File: src/rtl/rpn_stack_engine.sv
// Reverse-Polish operand stack and arithmetic engine behind the keypad number builder.
// Optional restoring divider for token 0xF is compiled in with `define STACK_DIV_EN.
//
// state | meaning
// ------+---------------------------------------------------------------
// IDLE  | token_ready high; captures operator token and operand on accept
// EXEC  | single-cycle execute of enter/clear/add/sub/mul and error cases
// DIV   | one restoring quotient bit per cycle, DW cycles, then write-back
module rpn_stack_engine #(
    parameter int DEPTH = 8,
    parameter int DW    = 32
) (
    input  logic          clk,
    input  logic          reset_n,
    input  logic          token_valid,
    input  logic [3:0]    token,
    input  logic [DW-1:0] operand,
    output logic          token_ready,
    output logic          nb_clear,
    output logic [DW-1:0] top,
    output logic [4:0]    depth,
    output logic          err_underflow,
    output logic          err_overflow,
    output logic          err_illegal
);

    localparam int AW = (DEPTH > 1) ? $clog2(DEPTH) : 1;

    localparam logic [1:0] S_IDLE = 2'd0;
    localparam logic [1:0] S_EXEC = 2'd1;
    localparam logic [1:0] S_DIV  = 2'd2;

    localparam logic [3:0] OP_ADD   = 4'hA;
    localparam logic [3:0] OP_SUB   = 4'hB;
    localparam logic [3:0] OP_MUL   = 4'hC;
    localparam logic [3:0] OP_ENTER = 4'hD;
    localparam logic [3:0] OP_CLR   = 4'hE;
    localparam logic [3:0] OP_DIV   = 4'hF;

    localparam logic [4:0] DEPTH_L  = 5'(DEPTH);

    logic [1:0]    r_state;
    logic [DW-1:0] r_stack [DEPTH];
    logic [DW-1:0] r_top;
    logic [4:0]    r_depth;
    logic [3:0]    r_tok;
    logic [DW-1:0] r_opnd;
    logic          r_nb_clear;
    logic          r_err_underflow;
    logic          r_err_overflow;
    logic          r_err_illegal;

    logic          w_accept;
    logic          w_is_op;
    logic          w_div_go;
    logic [AW-1:0] w_push_idx;
    logic [AW-1:0] w_nxt_idx;
    logic [DW-1:0] w_below;
    logic [DW-1:0] w_alu;

    assign w_accept   = token_valid && (r_state == S_IDLE);
    assign w_is_op    = (token >= OP_ADD);
    assign w_push_idx = AW'(r_depth);
    assign w_nxt_idx  = AW'(r_depth - 5'd2);
    assign w_below    = r_stack[w_nxt_idx];

    // a is the entry below top, b is top
    always_comb begin
        w_alu = '0;
        case (r_tok)
            OP_ADD:  w_alu = w_below + r_top;
            OP_SUB:  w_alu = w_below - r_top;
            OP_MUL:  w_alu = w_below * r_top;
            default: w_alu = '0;
        endcase
    end

`ifdef STACK_DIV_EN
    localparam int CW = $clog2(DW + 1);

    logic [DW-1:0] r_rem;
    logic [DW-1:0] r_quo;
    logic [DW-1:0] r_dvs;
    logic [CW-1:0] r_div_cnt;

    logic [DW:0]   w_shift;
    logic [DW:0]   w_diff;
    logic          w_qbit;
    logic [DW-1:0] w_rem_nxt;
    logic [DW-1:0] w_quo_nxt;

    assign w_div_go  = w_accept && (token == OP_DIV) && (r_depth >= 5'd2) && (r_top != '0);
    assign w_shift   = {r_rem, r_quo[DW-1]};
    assign w_diff    = w_shift - {1'b0, r_dvs};
    assign w_qbit    = ~w_diff[DW];
    assign w_rem_nxt = w_qbit ? w_diff[DW-1:0] : w_shift[DW-1:0];
    assign w_quo_nxt = {r_quo[DW-2:0], w_qbit};

    // r_quo starts as the dividend and fills with quotient bits from the LSB
    always_ff @(posedge clk or negedge reset_n) begin
        if (!reset_n) begin
            r_rem     <= '0;
            r_quo     <= '0;
            r_dvs     <= '0;
            r_div_cnt <= '0;
        end else if (w_div_go) begin
            r_rem     <= '0;
            r_quo     <= w_below;
            r_dvs     <= r_top;
            r_div_cnt <= CW'(DW - 1);
        end else if (r_state == S_DIV) begin
            r_rem     <= w_rem_nxt;
            r_quo     <= w_quo_nxt;
            r_div_cnt <= r_div_cnt - 1'b1;
        end
    end
`else
    assign w_div_go = 1'b0;
`endif

    always_ff @(posedge clk or negedge reset_n) begin
        if (!reset_n) begin
            r_state         <= S_IDLE;
            for (int i = 0; i < DEPTH; i++) r_stack[i] <= '0;
            r_top           <= '0;
            r_depth         <= '0;
            r_tok           <= '0;
            r_opnd          <= '0;
            r_nb_clear      <= 1'b0;
            r_err_underflow <= 1'b0;
            r_err_overflow  <= 1'b0;
            r_err_illegal   <= 1'b0;
        end else begin
            r_nb_clear <= 1'b0;
            case (r_state)
                S_IDLE: begin
                    if (w_accept && w_is_op) begin
                        r_tok   <= token;
                        r_opnd  <= operand;
                        r_state <= w_div_go ? S_DIV : S_EXEC;
                    end
                end
                S_EXEC: begin
                    r_state <= S_IDLE;
                    case (r_tok)
                        OP_ENTER: begin
                            if (r_depth < DEPTH_L) begin
                                r_stack[w_push_idx] <= r_opnd;
                                r_top               <= r_opnd;
                                r_depth             <= r_depth + 5'd1;
                                r_nb_clear          <= 1'b1;
                            end else begin
                                r_err_overflow <= 1'b1;
                            end
                        end
                        OP_CLR: begin
                            r_depth         <= '0;
                            r_top           <= '0;
                            r_err_underflow <= 1'b0;
                            r_err_overflow  <= 1'b0;
                            r_err_illegal   <= 1'b0;
                            r_nb_clear      <= 1'b1;
                        end
                        OP_ADD, OP_SUB, OP_MUL: begin
                            if (r_depth < 5'd2) begin
                                r_err_underflow <= 1'b1;
                            end else begin
                                r_stack[w_nxt_idx] <= w_alu;
                                r_top              <= w_alu;
                                r_depth            <= r_depth - 5'd1;
                            end
                        end
                        OP_DIV: begin
`ifdef STACK_DIV_EN
                            // only rejected divides land here: short stack or zero divisor
                            if (r_depth < 5'd2) r_err_underflow <= 1'b1;
                            else                r_err_illegal   <= 1'b1;
`else
                            r_err_illegal <= 1'b1;
`endif
                        end
                        default: ;
                    endcase
                end
                S_DIV: begin
`ifdef STACK_DIV_EN
                    if (r_div_cnt == '0) begin
                        r_stack[w_nxt_idx] <= w_quo_nxt;
                        r_top              <= w_quo_nxt;
                        r_depth            <= r_depth - 5'd1;
                        r_state            <= S_IDLE;
                    end
`else
                    r_state <= S_IDLE;
`endif
                end
                default: r_state <= S_IDLE;
            endcase
        end
    end

    assign token_ready   = (r_state == S_IDLE);
    assign nb_clear      = r_nb_clear;
    assign top           = r_top;
    assign depth         = r_depth;
    assign err_underflow = r_err_underflow;
    assign err_overflow  = r_err_overflow;
    assign err_illegal   = r_err_illegal;

endmodule

File: config.mk
export PLATFORM = sky130hd
export DESIGN_NAME = rpn_stack_engine
export DESIGN_NICKNAME = d
export VERILOG_FILES = /design/src/rtl/rpn_stack_engine.sv
export SDC_FILE = /design/constraint.sdc
export NUM_CORES = 2
export LEC_CHECK = 0
export CAP_MARGIN = 25
export CORE_ASPECT_RATIO = 1.75
export CORE_MARGIN = 8
export CORE_UTILIZATION = 65
export DETAILED_ROUTE_END_ITERATION = 6
export PLACE_DENSITY = 0.88
export SLEW_MARGIN = 20
export SYNTH_ARGS = -nofsm -noshare
export SYNTH_HDL_FRONTEND = slang
export SYNTH_SLANG_ARGS = --single-unit
File: constraint.sdc
create_clock -name clk -period 14.05 [get_ports clk]
set_input_delay 2.81 -clock clk [delete_from_list [all_inputs] [get_ports clk]]
set_output_delay 2.81 -clock clk [all_outputs]
set_load 0.005 [all_outputs]
# Word-level counts from Yosys, hierarchy flattened
# Cells that the tools add are included.
dict set report totals {
  latch_bits 0
  mem_count 0
  in_bits 39
  output_inout_bits 42
  reg_bits 335
  ramBits 0
  elab_cells 90
  mem_bits_ro 0
}
dict set report op_classes {
  bitwise 2
  reduce_logical 17
  add_sub_neg 5
  n_mux 29
  magnitude_cmp 7
  n_eq_ne 12
  mul 1
  div 0
  shifts 0
}
# cell n
set ops {}
lappend ops {{$bwmux W256} 2}
lappend ops {{$mux W256} 2}
lappend ops {{$pmux W256 S2} 1}
lappend ops {{$demux W32 S3} 2}
lappend ops {{$mux W32} 6}
lappend ops {{$pmux W32 S3} 2}
lappend ops {{$bmux W32 S3} 1}
lappend ops {{$add A32 B32 Y32} 1}
lappend ops {{$mul A32 B32 Y32} 1}
lappend ops {{$sub A32 B32 Y32} 1}
lappend ops {{$eq A4 B4 Y1 const B} 6}
lappend ops {{$pmux W5 S3} 1}
lappend ops {{$ge A4 B4 Y1 const B} 3}
lappend ops {{$mux W5} 2}
lappend ops {{$lt A4 B1 Y1 const B} 2}
lappend ops {{$ne A2 B2 Y1 const B} 4}
lappend ops {{$not A3 Y4} 2}
lappend ops {{$pmux W1 S2} 4}
lappend ops {{$reduce_and A4 Y1} 2}
lappend ops {{$reduce_bool A2 Y1} 4}
lappend ops {{$reduce_and A3 Y1} 2}
lappend ops {{$add A5 B1 Y5 const B} 1}
lappend ops {{$lt A5 B2 Y1 const B} 1}
lappend ops {{$lt A5 B4 Y1 const B} 1}
lappend ops {{11 further kinds} 19}

# Logic depth before layout (Yosys ltp)
dict set report logic_depth {
  word_depth 10
  depth_mapped 41
  ltp_nobuf 32
}

# Worst setup path after synthesis
# OpenSTA, ideal clock, no wires.
dict set report synth_path {
  path_kind {register to register}
  start {register r_depth[1], in the netlist depth[1]}
  end {register r_top[31], in the netlist top[31]}
  arrival_ps 9512
  required_ps 13925
  period_less_slack_ps 9637
  stages_incl_launch_ff 41
  path_slack_ps 4413
  n_path_buf 10
  setup_time_ps 125
  cell_sequence {dfrtp_1 buf_6 buf_12 buf_12 buf_12 buf_4 inv_1 ha_1 buf_6 buf_6 buf_6 buf_4 mux2i_1 a221oi_1 clkbuf_1 nand2_1 fa_1 inv_1 (+5 left out) fa_1 inv_1 fa_1 inv_1 fa_1 fa_1 ha_1 and2_0 a21o_1 a221oi_1 o21ai_0 or3_1 o211a_1 o22a_1 xnor2_1 nand2_2 a31oi_1 mux2_2}
}
dict set report synth_between {
  elab_chain_cells 9
  elab_cells_between_ends 16
  classes_between {add/sub (3); mul (1); order compare (2); eq/ne (2); mux (6); bitwise (1); reduce/logical (1)}
}
# item line
set synth_rtl {}
lappend synth_rtl {{start: declaration} 45} ;# logic [4:0] r_depth;
lappend synth_rtl {{start signal: assignment} 150} ;# r_depth <= r_depth + 5'd1;
lappend synth_rtl {{start signal: assignment} 170} ;# r_depth <= r_depth - 5'd1;
lappend synth_rtl {{$sub A3 B2 Y3} 64} ;# assign w_nxt_idx = AW'(r_depth - 5'd2);
lappend synth_rtl {{$not A3 Y4 (not written as such)} 65} ;# assign w_below = r_stack[w_nxt_idx];
lappend synth_rtl {{$bmux W32 S3} 65}
lappend synth_rtl {{$mux W32 (not written as such) (2 in a row)} 65}
lappend synth_rtl {{$mul A32 B32 Y32 (tied with other cells)} 73} ;# OP_MUL: w_alu = w_below * r_top;
lappend synth_rtl {{$pmux W32 S3} 70} ;# case (r_tok)
lappend synth_rtl {{$mux W32} 165} ;# if (r_depth < 5'd2) begin
lappend synth_rtl {{$pmux W32 S3} 145} ;# case (r_tok)
lappend synth_rtl {{end signal: assignment} 149} ;# r_top <= r_opnd;
lappend synth_rtl {{end signal: assignment} 169} ;# r_top <= w_alu;
lappend synth_rtl {{end: declaration} 44} ;# logic [DW-1:0] r_top;
# Parallel ways exist; a longest one is shown, timed or not. The select of a mux whose other input is x is not followed.
# A chain may end at the register's enable or synchronous reset.

# Worst setup path in the final report
dict set report layout_path {
  start {register r_depth[1], in the netlist depth[1]}
  end {register r_stack[87] (netlist name)}
}
dict set report layout_between {
  elab_chain_cells 10
  elab_cells_between_ends 30
  classes_between {add/sub (3); mul (1); order compare (6); eq/ne (2); mux (13); bitwise (2); reduce/logical (3)}
}
# item line
set layout_rtl {}
lappend layout_rtl {{$sub A3 B2 Y3} 64}
lappend layout_rtl {{$not A3 Y4 (not written as such)} {65, 168}}
lappend layout_rtl {{$bmux W32 S3} 65}
lappend layout_rtl {{$mux W32 (not written as such) (2 in a row)} 65}
lappend layout_rtl {{$mul A32 B32 Y32 (tied with other cells)} 73}
lappend layout_rtl {{$pmux W32 S3} 70}
lappend layout_rtl {{$bwmux W256} 168} ;# r_stack[w_nxt_idx] <= w_alu;
lappend layout_rtl {{$mux W256} 165}
lappend layout_rtl {{$pmux W256 S2} 145}
lappend layout_rtl {{end signal: indexed assignment} 148} ;# r_stack[w_push_idx] <= r_opnd;
lappend layout_rtl {{end signal: indexed assignment} 168}
lappend layout_rtl {{end: declaration} 43} ;# logic [DW-1:0] r_stack [DEPTH];
# Parallel ways exist; a longest one is shown, timed or not. The select of a mux whose other input is x is not followed.

==> flow_summary.ini <==
[status]
status = complete, but fails checks
violations = design-rule violations

[clock_tree]
post_cts_resize_count = 0
cts_tree = built
cts_max_level = 1
path_clk_slew_ns = 0.08
insertion_delay_ns = 0.57
numCtsBuffers = 26
clk_path_buf_depth = 3
postCtsHoldBufs = 0
cts_sinks = 334
clockRootBuffer = clkbuf_16
post_cts_buffers = 0

[synthesis]
synth_top_area_share = 0.2384
synthAdderAreaFrac = 0.2927
synth_top_family_by_area = adder cells
synth-xor-area-share = 0.03598
synth_compound_area_frac = 0.1486
yosysWarnings = 0
yosys-top-cells-area = dfrtp_1 24%, fa_1 23%, ha_1 5.9%
synthDistinctLibCells = 76
syn_area_per_cell_um2 = 9.363
async_flop_share = 1.000
yosys.area_share.simple = 0.1474
synth_area_leader_cell = dfrtp_1
yosys.cell_count.top_type = nand2_1
synthMuxAreaShare = 0.06072
synthCells = 3744
ys_seq_elements = 334
synthTopCellsByCount = 496 x nand2_1, 410 x fa_1, 399 x inv_1, 334 x dfrtp_1, 297 x o21ai_0
yosysSeqAreaShare = 0.2384
syn_nets = 4357
synth_ff_type = dfrtp_1
syn_area_mm2 = 0.03505
synth_edf_count = 0

[worst_setup_path]
cp.required_ns = 14.45
end_kind = register
path_class = register to register
critPathArrivalTime_ns = 11.74
timing.critical_path.from_type = register
cp_max_fo = 37

[grt]
antenna_found_initial = 14
grt_use_total = 0.4252
grt_pass1_wl_um = 194800
grt_max_degree = 153
grt_pass1_vias = 33428
grt_overflow = 0

[route]
vias_per_cell = 7.139
wl_per_cell_um = 29.26
ant_nets = 0
drt_iter0_markers = 3749
num_vias = 31242
routed_wl_um = 128000
drc = 12
drt-pass1-iter-count = 7

[die]
die_w_um = 191.5
initial_core_util = 0.6565
row_count = 112
die_h_um = 323.2
ios = 81
core_area_mm2 = 0.05339
dieArea_mm2 = 0.06191

[job]
cap_violations = 0

[timing]
hold_viol_final = 0
whs_ns = 0.4818
maxClockFrequency_mhz = 88.16
finalCritPeriodShare = 0.8073
final_max_slew_viol_count = 0
skew_ns = 0.01938
rsz0062_at_grt = false
finalSetupViolCount = 0
layout_min_cycle_time_ns = 11.34
finalSetupTns_ns = 0
relSlewSlack = 0.2366
worstMarginPinSlew_ns = 1.143

[place]
post-place-cells = 4307
hpwl_um = 86880
gp_congestion = 1.081
numPortBuffers = 80

[layout]
stdcell_count = 4376
fin_nets = 4273
drive_gt1_frac = 0.08018
n_fill_cell = 3859
syn2layout_area_growth_pct = 6.700

[worst_hold_path]
hp-class = register to register
## sequential cells by signal, indices dropped and copies added (netlist names)
signal / flops
r_tok: 4
err_overflow: 1
err_underflow: 1
r_state: 1
top: 32
r_opnd: 32
err_illegal: 1
r_stack: 256
depth: 5
nb_clear: 1
## through the flow
step                setup WS, ns  instance area (um^2)  utilization
floorplan                  4.413                 35050            -
global placement           3.353                 36280       0.6796
detailed placement         3.168                 36290       0.6797
CTS                        3.101                 37240       0.6976
global route               2.454                 37370       0.7000
finish                     2.707                 37400       0.7005
## worst max-delay path, cell delays in order, from the launching register on
cell	delay [ns]
dfrtp_4	0.85
inv_1	0.31
ha_4	0.70
buf_4	0.55
mux2i_1	0.87
inv_1	0.47
buf_4	0.39
and2_1	0.22
fa_1	0.41
fa_1	0.49
inv_1	0.06
fa_1	0.49
fa_1	0.50
inv_1	0.05
ha_1	0.27
ha_1	0.29
fa_1	0.51
fa_1	0.42
ha_1	0.37
and3_1	0.20
o2111ai_1	0.32
a21oi_1	0.31
a31oi_1	0.18
o21ai_0	0.34
a31oi_1	0.16
xnor2_1	0.30
a22oi_1	0.86
o21ai_0	0.23
## cells in the final DEF, fill, tap and decap left out, types with 9 or more instances in the layout
cell type / synthesis / final
a41oi_1: 22 / 22
xor2_1: 36 / 36
a21o_1: 39 / 39
mux4_2: 49 / 49
and3_1: 31 / 31
a22oi_1: 76 / 76
mux2i_1: 30 / 30
o21ai_0: 297 / 295
xnor3_1: 11 / 11
clkdlybuf4s50_1: 0 / 79
fa_1: 410 / 410
buf_4: 6 / 77
a211o_1: 9 / 9
a32oi_1: 114 / 114
inv_1: 399 / 399
clkbuf_16: 0 / 28
nor3_1: 11 / 10
nand2_1: 496 / 496
or3_1: 9 / 9
a21oi_1: 121 / 119
ha_1: 164 / 163
nand3_1: 59 / 59
xnor2_1: 76 / 76
nor2_1: 133 / 120
dfrtp_1: 334 / 332
nor2_2: 0 / 11
and2_1: 288 / 288
nor2b_1: 14 / 14
a2bb2oi_1: 24 / 24
diode_2: 0 / 13
mux2_2: 63 / 63
a31oi_1: 32 / 32
## layout make-up
cell class                 instances  area, um^2  area share
inverter                         401        1505     0.04024
sequential                       334        8363      0.2236
timing repair buffer             164        1495     0.03998
tap                              684       855.8     0.02288
clock inverter                    14       207.7    0.005553
multi-input combinational       2733       24190      0.6469
antenna                           13       32.53   0.0008698
clock buffer                      33       748.2     0.02000
## per-layer routing
metal,vias up,global-route usage,wire length (um)
li1,12356,-,-
met1,15164,0.4343,36590
met2,2671,0.6757,60060
met3,1041,0.1525,16360
met4,10,0.3831,14920
met5,-,0.008807,106
## logic make-up (layout without fill, tap and decap cells)
logic type                 after synthesis  count (layout)
AOI/OAI and AO/OA                      808             808
xor gates and xnor gates               125             125
adders and majority gates              574             574
buffers and inverters                  677             612
DFF                                    334             334
muxes                                  143             143
other                                    0              13
and+or+nand+nor                       1083            1083
## path summary, 6_finish.rpt
path / cells past startpoint / end / start / slack, ns
setup / recovery: 27 / r_stack[87]$_DFFE_PN0P_ / depth[1]$_DFFE_PN0P_ / 2.71
hold / removal: 2 / r_stack[233]$_DFFE_PN0P_ / r_stack[233]$_DFFE_PN0P_ / 0.48
setup reg to reg: 27 / r_stack[87]$_DFFE_PN0P_ / depth[1]$_DFFE_PN0P_ / 2.71
hold reg to reg: 2 / r_stack[233]$_DFFE_PN0P_ / r_stack[233]$_DFFE_PN0P_ / 0.48
max in group asynchronous: 3 / r_stack[233]$_DFFE_PN0P_ / reset_n / 9.50
min in group asynchronous: 1 / r_opnd[23]$_DFFE_PN0P_ / reset_n / 2.36
Power is left out: the tool's default activity adds up to more than one toggle a clock period on the data nets, which glitch-free logic cannot reach.
